### src/rtl/rptr_empty.sv
// Read-side pointer and empty/almost-empty logic for an asynchronous FIFO.
// Tracks the read pointer in binary and Gray code and derives occupancy from the synchronized write pointer.
module rptr_empty #(
  parameter int ASIZE        = 4,
  parameter int AEMPTY_LEVEL = 1
) (
  input  logic             rclk,
  input  logic             rrst,
  input  logic             rinc,
  input  logic [ASIZE:0]   rq2_wptr,
  input  logic             rclr_uf,
  output logic [ASIZE-1:0] raddr,
  output logic [ASIZE:0]   rptr,
  output logic             rempty,
  output logic             arempty,
  output logic [ASIZE:0]   rlevel,
  output logic             runderflow
);

  localparam logic [ASIZE:0] AE_LVL = (ASIZE+1)'(AEMPTY_LEVEL);

  function automatic logic [ASIZE:0] gray2bin(input logic [ASIZE:0] g);
    logic [ASIZE:0] b;
    b[ASIZE] = g[ASIZE];
    for (int i = ASIZE - 1; i >= 0; i--) begin
      b[i] = b[i+1] ^ g[i];
    end
    return b;
  endfunction

  logic [ASIZE:0] rbin_q, rbin_d;
  logic [ASIZE:0] rptr_q, rptr_d;
  logic [ASIZE:0] rlevel_q, rlevel_d;
  logic [ASIZE:0] wbin_s;
  logic           rempty_q, rempty_d;
  logic           arempty_q, arempty_d;
  logic           ruf_q, ruf_d;
  logic           pop;

  always_comb begin
    pop       = rinc & ~rempty_q;
    rbin_d    = rbin_q + {{ASIZE{1'b0}}, pop};
    rptr_d    = (rbin_d >> 1) ^ rbin_d;
    wbin_s    = gray2bin(rq2_wptr);
    rlevel_d  = wbin_s - rbin_d;
    rempty_d  = (rptr_d == rq2_wptr);
    arempty_d = (rlevel_d <= AE_LVL);
    // A failed read in the same cycle outranks a clear request.
    if (rinc && rempty_q)
      ruf_d = 1'b1;
    else if (rclr_uf)
      ruf_d = 1'b0;
    else
      ruf_d = ruf_q;
  end

  always_ff @(posedge rclk or posedge rrst) begin
    if (rrst) begin
      rbin_q    <= '0;
      rptr_q    <= '0;
      rlevel_q  <= '0;
      rempty_q  <= 1'b1;
      arempty_q <= 1'b1;
      ruf_q     <= 1'b0;
    end else begin
      rbin_q    <= rbin_d;
      rptr_q    <= rptr_d;
      rlevel_q  <= rlevel_d;
      rempty_q  <= rempty_d;
      arempty_q <= arempty_d;
      ruf_q     <= ruf_d;
    end
  end

  assign raddr      = rbin_q[ASIZE-1:0];
  assign rptr       = rptr_q;
  assign rempty     = rempty_q;
  assign arempty    = arempty_q;
  assign rlevel     = rlevel_q;
  assign runderflow = ruf_q;

endmodule

### config.mk
export PLATFORM = sky130hd
export DESIGN_NAME = rptr_empty
export DESIGN_NICKNAME = d
export VERILOG_FILES = /design/src/rtl/rptr_empty.sv
export SDC_FILE = /design/constraint.sdc
export NUM_CORES = 1
export LEC_CHECK = 0
export BUFFER_PORTS_ARGS = -buffer_cell sky130_fd_sc_hd__buf_4
export CORE_MARGIN = 5
export CORE_UTILIZATION = 28
export DETAILED_ROUTE_END_ITERATION = 12
export PLACE_DENSITY = 0.53
export SLEW_MARGIN = 20
export SYNTH_ARGS = -nofsm -noshare
export SYNTH_HDL_FRONTEND = slang
export SYNTH_SLANG_ARGS = --single-unit
### constraint.sdc
create_clock -name rclk -period 5.62 [get_ports rclk]
set_input_delay 0.562 -clock rclk [delete_from_list [all_inputs] [get_ports rclk]]
set_output_delay 0.562 -clock rclk [all_outputs]
set_load 0.1 [all_outputs]
==> Word-level counts from Yosys, hierarchy flattened <==
Index checks and enable logic that the tools add are counted.
{ "totals": {"word_cells": 21, "ff_bits": 18} }
{ "classes": {"magnitude_cmp": 1, "eq_ne": 1, "n_reduce_logical": 2, "n_mux": 2, "n_addsub": 2, "bitwise_logic": 7} }
{ "op_table": {"columns": ["op", "count"], "rows": [
  ["5-bit by 1-bit adder with 5-bit output", 1],
  ["5-bit equality test", 1],
  ["5-bit by 1-bit <= comparator with 1-bit output, second input constant", 1],
  ["5-bit subtractor", 1],
  ["4-bit by 5-bit XOR with 5-bit output", 1],
  ["1-bit XOR", 4],
  ["1-bit two-way mux", 2],
  ["2-bit nonzero test", 1],
  ["1-bit bitwise AND", 1],
  ["1-bit logical AND", 1],
  ["1-bit NOT", 1]
]} }

==> Longest topological paths before layout <==
Gate-level depths: netlist of run 1.
{ "depth": {"ltp_word": 6, "mapped_depth": 9} }

==> Least setup slack after synthesis of run 1 <==
No wires, ideal clock.
{ "synth_timing": {"kind": "in2reg", "from": "input port rq2_wptr[2]", "to": "register arempty_q (netlist: arempty)", "cell_stages": 9, "arrival_time_ps": 3009, "n_path_buf": 0, "required_ps": 5521, "slack_ps": 2512, "path_cell_list": "xnor3_2 -> xor2_1 -> xor2_1 -> ha_1 -> fa_1 -> nor2b_1 -> or3b_1 -> and4_4 -> a2111oi_4"} }
{ "synth_via": {"elab_chain_cells": 5} }
{ "synth_rtl": {"columns": ["item", "line", "rtl"], "rows": [
  ["start: declaration", "10", "input logic [ASIZE:0] rq2_wptr,"],
  ["1-bit XOR (*)", "26", "b[i] = b[i+1] ^ g[i];"],
  ["1-bit XOR (2 in a row)", "26", null],
  ["5-bit subtractor (*)", "45", "rlevel_d = wbin_s - rbin_d;"],
  ["5-bit by 1-bit <= comparator with 1-bit output (*)", "47", "arempty_d = (rlevel_d <= AE_LVL);"],
  ["net arempty_d", "36", "logic arempty_q, arempty_d;"],
  ["end signal: assignment", "70", "arempty_q <= arempty_d;"],
  ["end: declaration", "36", null]
]} }
The timed path passes the listed nets; every way through them passes the cells marked *.
A chain may end at the register's enable or synchronous reset.

==> Worst setup path in the final report of run 1 <==
Ends and elaborated chain as after synthesis.

==> results of run 1 <==
cell type report:
cell class                 count  area, um^2
clock buffer                   3        22.5
timing repair buffer          25         188
multi-input combinational     46         483
tap                           46        57.6
clock inverter                 1        5.00
fill                         355        2090
sequential                    17         428
inverter                      11        41.3
registers in the layout (all words and copies together), names as in the netlist:
signal,flops
arempty,1
rbin_q,5
runderflow,1
rptr,4
rlevel,5
rempty,1
cell families after synthesis:
family / share of synthesized area
XOR/XNOR: 0.240
flip-flops: 0.449
AO/OA/AOI/OAI: 0.0710
adder cells (fa/ha/maj): 0.0999
AND/OR/NAND/NOR: 0.0959
buffers and inverters: 0.0434
metrics by stage:
stage	instance area [um^2]	setup WS (ps)	utilization	hold WS (ps)
3_5_place_dp	1200	2210	0.362	552
6_report	1220	2540	0.370	349
2_1_floorplan	952	2510	-	487
4_1_cts	1220	2520	0.370	376
5_1_grt	1220	2360	0.370	409
3_3_place_gp	1200	2320	0.362	513
routing by layer:
layer / wire length [um] / track usage
met1: 745 / 0.103
met2: 908 / 0.149
met3: 61 / 0.0164
met4: 54 / 0.0670
met5: 0 / 0
final timing paths:
path                             startpoint                     end  depth (start not counted)
hold reg to reg            rempty$_DFF_PP1_  runderflow$_DFFE_PP0P_                          2
min in group rclk                   rclr_uf  runderflow$_DFFE_PP0P_                          2
setup / recovery                rq2_wptr[2]       arempty$_DFF_PP1_                         10
max in group asynchronous              rrst     rlevel[2]$_DFF_PP0_                          2
setup reg to reg           rempty$_DFF_PP1_       arempty$_DFF_PP1_                          8
hold / removal                         rrst     rbin_q[2]$_DFF_PP0_                          2
worst max-delay path, cell delays in order:
cell	delay (ps)
buf_4	120
xnor3_2	450
xor2_1	330
xor2_1	120
ha_1	260
fa_1	440
nor2b_1	150
or3b_1	380
and4_4	220
a2111oi_4	260
synthesized netlist by cell type, drive strengths merged:
library cell	n	area, um^2
nor2b	3	18.8
fa	1	20.0
xor2	8	70.1
and3	1	6.26
a21oi	1	5.00
o2111a	1	11.3
a31oi	1	6.26
and2	1	6.26
xnor3	3	72.6
nand3	3	15.0
dfstp	2	52.6
nor3	1	5.00
inv	11	41.3
or2	1	6.26
xnor2	4	35.0
o21ai	2	10.0
or3	1	6.26
ha	6	75.1
and4	1	11.3
xor3	2	51.3
a2111oi	1	27.5
o21a	1	7.51
dfrtp	15	375
nand2	2	7.51
or3b	1	8.76
==> key figures, run 1 <==
Run status
  – Status: finished, final reports clean

Floorplanning
  – Die W: 68.3 um
  – Initial Utilization: 0.288
  – Core area: 3310 um^2
  – Rows: 21
  – Die Ht: 68.3 um
  – IO Count: 26
  – Die ar.: 4670 um^2

STA
  – Max_slew headroom: 0.439
  – Tcrit/Tclk final: 0.548
  – Slew of the pin with the lowest slew margin: 835 ps
  – Fmax: 0.325 GHz
  – RSZ-0062 raised after global routing: no
  – Setup TNS: 0 ps
  – Final Skew: 9.46 ps
  – Final setup violation count: 0
  – Fin. Hold Viols: 0
  – Fin. max-slew vios: 0
  – Final min period: 3080 ps

Global route
  – Vias in the first global route: 646
  – Initial antenna violation count: 0
  – First-pass GRT wire length: 3020 um
  – Largest net degree at the start of global routing: 18
  – Gr usage total: 0.0904
  – Final global-route overflow total: 0

Routing
  – Antenna Nets Post-Route: 0
  – Per-cell routed wire length: 11.9 um
  – Detailed-route via count: 627
  – DRC viols: 0
  – DRT Wirelength: 1770 um
  – First drt pass iteration count: 2
  – Routed vias/inst: 4.21
  – Starting DRT DRC Count: 14

Worst hold path
  – Hold Path Class: in2async

Finish
  – Commonest non-fill, non-tap cell in the layout: buf_4
  – Share of cells above drive strength 1: 0.350
  – Area Overhead vs Synth: 28.6%
  – Diodes inserted: 0
  – Nets: 120
  – Commonest cells after routing, fill and taps aside: buf_4 (25), dfrtp_1 (15), inv_1 (11)
  – Non-Filler Instances: 149

Clocking
  – Register clock-pin slew on the reported worst setup and hold paths: 110 ps
  – H-tree levels: 1
  – CTS root buf: clkbuf_4
  – Number of CTS-inserted buffers: 3
  – CTS tree: done
  – CTS Sinks: 17
  – Clk_lat worst skew: 290 ps
  – Postcts setup bufs: 0
  – CTS resizes: 0
  – Clk buf depth: 2
  – Hold buffer count at CTS: 0

Logic synthesis
  – Synth Net Count: 90
  – Mapped Area: 952 um^2
  – Synth Warn #: 0
  – Gate Count Post-Synth: 74
  – Syn_area_per_cell: 12.9 um^2
  – Seq/Total Area, Yosys: 0.449
  – Number of synthesized register bits: 17
  – Synth cell types: 28

Worst setup path
  – Worst Setup Start Kind: input pin
  – Reg2Reg Setup Slack: 2630 ps
  – Required @ worst endpoint: 5820 ps
  – Critical path class: in2reg
  – CP Data Arrival Time: 3280 ps
  – Peak fanout along the critical path: 5
  – Worst Setup End Kind: flop

Flow run
  – Max-cap violation count: 0

Placement
  – DP HPWL: 1440 um
  – Port buffer count: 25
  – Placer congestion estimate: 0.780
  – Inst Count DP: 145
Power of run 1 is left out: the tool's default activity adds up to more than one toggle a clock period on the data nets, which glitch-free logic cannot reach.
==> inputs of run 2 (changes only) <==
- clock period: 5.62 -> 3.15 ns (I/O delays scaled with it)
==> key figures, run 2 (same netlist as run 1, synthesis figures left out) <==
Run status
  – Status: finished, final reports clean

Floorplanning
  – Die W: 68.3 um (unchanged)
  – Initial Utilization: 0.288 (unchanged)
  – Die ar.: 4670 um^2 (unchanged)
  – Rows: 21 (unchanged)
  – Die Ht: 68.3 um (unchanged)
  – Core area: 3310 um^2 (unchanged)
  – IO Count: 26 (unchanged)

Clocking
  – Clk buf depth: 2 (unchanged)
  – CTS tree: done
  – Clk_lat worst skew: 280 ps (about the same)
  – Hold buffer count at CTS: 0 (unchanged)
  – CTS root buf: clkbuf_4
  – CTS resizes: 0 (unchanged)
  – Register clock-pin slew on the reported worst setup and hold paths: 100 ps (about the same)
  – Postcts setup bufs: 0 (unchanged)
  – Number of CTS-inserted buffers: 3 (unchanged)
  – H-tree levels: 1 (unchanged)
  – CTS Sinks: 17 (unchanged)

STA
  – Final min period: 2750 ps
  – RSZ-0062 raised after global routing: no
  – Slew of the pin with the lowest slew margin: 647 ps (-187 ps)
  – Final setup violation count: 0 (unchanged)
  – Fin. max-slew vios: 0 (unchanged)
  – Fin. Hold Viols: 0 (unchanged)
  – Setup TNS: 0 ps (unchanged)
  – Max_slew headroom: 0.568 (+0.129)
  – Tcrit/Tclk final: 0.873
  – Fmax: 0.364 GHz
  – Final Skew: 4.79 ps (-4.67 ps)

Finish
  – Diodes inserted: 0 (unchanged)
  – # fillers: 342 (-3.7%)
  – Commonest non-fill, non-tap cell in the layout: buf_4
  – Share of cells above drive strength 1: 0.368 (+0.0184)
  – Commonest cells after routing, fill and taps aside: buf_4 (28), dfrtp_1 (15), inv_1 (11)
  – Nets: 123 (+2.5%)
  – Area Overhead vs Synth: 31.0%

Routing
  – Detailed-route via count: 629 (+0.32%)
  – First drt pass iteration count: 4 (+2)
  – DRC viols: 0 (unchanged)
  – Antenna Nets Post-Route: 0 (unchanged)
  – Per-cell routed wire length: 11.8 um (-0.76%)
  – Routed vias/inst: 4.14 (-1.7%)
  – Starting DRT DRC Count: 14 (unchanged)
  – DRT Wirelength: 1790 um (+1.2%)

Placement
  – Placer congestion estimate: 0.784 (+0.50%)
  – DP HPWL: 1470 um (+2.2%)
  – Port buffer count: 25 (unchanged)

Worst setup path
  – Reg2Reg Setup Slack: 440 ps (-2190 ps)
  – Critical Path Start: rq2_wptr[2]
  – Delay-heaviest family, CP: XOR/XNOR gates
  – Crit path buffers/inverters: 1 (unchanged)
  – Critical R2R Launch: rempty$_DFF_PP1_
  – Reg-to-reg endpoint: arempty$_DFF_PP1_
  – Most used cell, CP: xor2_1
  – Slowest stage delay, CP: 450 ps (about the same)
  – Critical Path, Cell by Cell: buf_4 > xnor3_2 > xor2_1 > xor2_1 > ha_1 > fa_1 > nor2b_1 > or3b_1 > and4_4 > a2111oi_4
  – Setup crit end: arempty$_DFF_PP1_
  – Worst Setup Start Kind: input pin
  – Required @ worst endpoint: 3340 ps (-2480 ps)
  – CP max stage cell: fa_1
  – Worst R2R Path Depth: 8 (unchanged)
  – CP Depth: 10 (unchanged)
  – CP Data Arrival Time: 2940 ps (-340 ps)
  – Peak fanout along the critical path: 3 (-2)
  – Worst Setup End Kind: flop
  – Critical path class: in2reg

Flow run
  – Max-cap violation count: 0 (unchanged)

Global route
  – Gr usage total: 0.0913 (+0.000875)
  – First-pass GRT wire length: 3080 um (+2.1%)
  – Initial antenna violation count: 0 (unchanged)
  – Vias in the first global route: 660 (+2.2%)
  – Final global-route overflow total: 0 (unchanged)
  – Largest net degree at the start of global routing: 18 (unchanged)

Worst hold path
  – Hold Path Class: in2async
run 2: cell types whose count changed in the layout (fill, tap and decap cells not counted):
cell   delta
buf_4     +3
run 2: worst min-delay path by stage:
stage	to	slack [ps]	depth (start not counted)
after detailed placement	rbin_q[2]$_DFF_PP0_	450	2
final	rbin_q[2]$_DFF_PP0_	110	2
after floorplan	rbin_q[0]$_DFF_PP0_	240	1
after CTS	rbin_q[2]$_DFF_PP0_	130	2
after global routing	rbin_q[1]$_DFF_PP0_	170	2
after global placement	runderflow$_DFFE_PP0P_	450	2
run 2: metrics by stage:
stage | util | std cells | instance area, um^2 | hold WS [ps] | worst slack [ps]
3_5_place_dp | 0.368 | 148 | 1220 | 454 | 97.2
6_report | 0.377 | 152 | 1250 | 114 | 401
4_1_cts | 0.377 | 152 | 1250 | 128 | 397
5_1_grt | 0.377 | 152 | 1250 | 172 | 185
3_3_place_gp | 0.368 | 148 | 1220 | 451 | 148
2_1_floorplan | - | 74 | 952 | 240 | 50.8
run 2: per-layer routing:
metal  wire (um)  part of all wire  track usage  vias to the layer above
met3          46             0.026      0.00985                        2
met5           0                 0            0                        -
met1         779              0.43        0.108                      304
met2         930              0.52        0.155                       13
li1            -                 -            -                      310
met4          35             0.020       0.0596                        0
run 2: final cells by class:
cell class / instances / area [um^2] / area share
multi-input combinational: 46 / 483 / 0.387
sequential: 17 / 428 / 0.343
timing repair buffer: 28 / 210 / 0.169
tap: 46 / 57.6 / 0.0461
inverter: 11 / 41.3 / 0.0331
clock buffer: 3 / 22.5 / 0.0181
clock inverter: 1 / 5.00 / 0.00401
Power of run 2 is left out for the same reason.
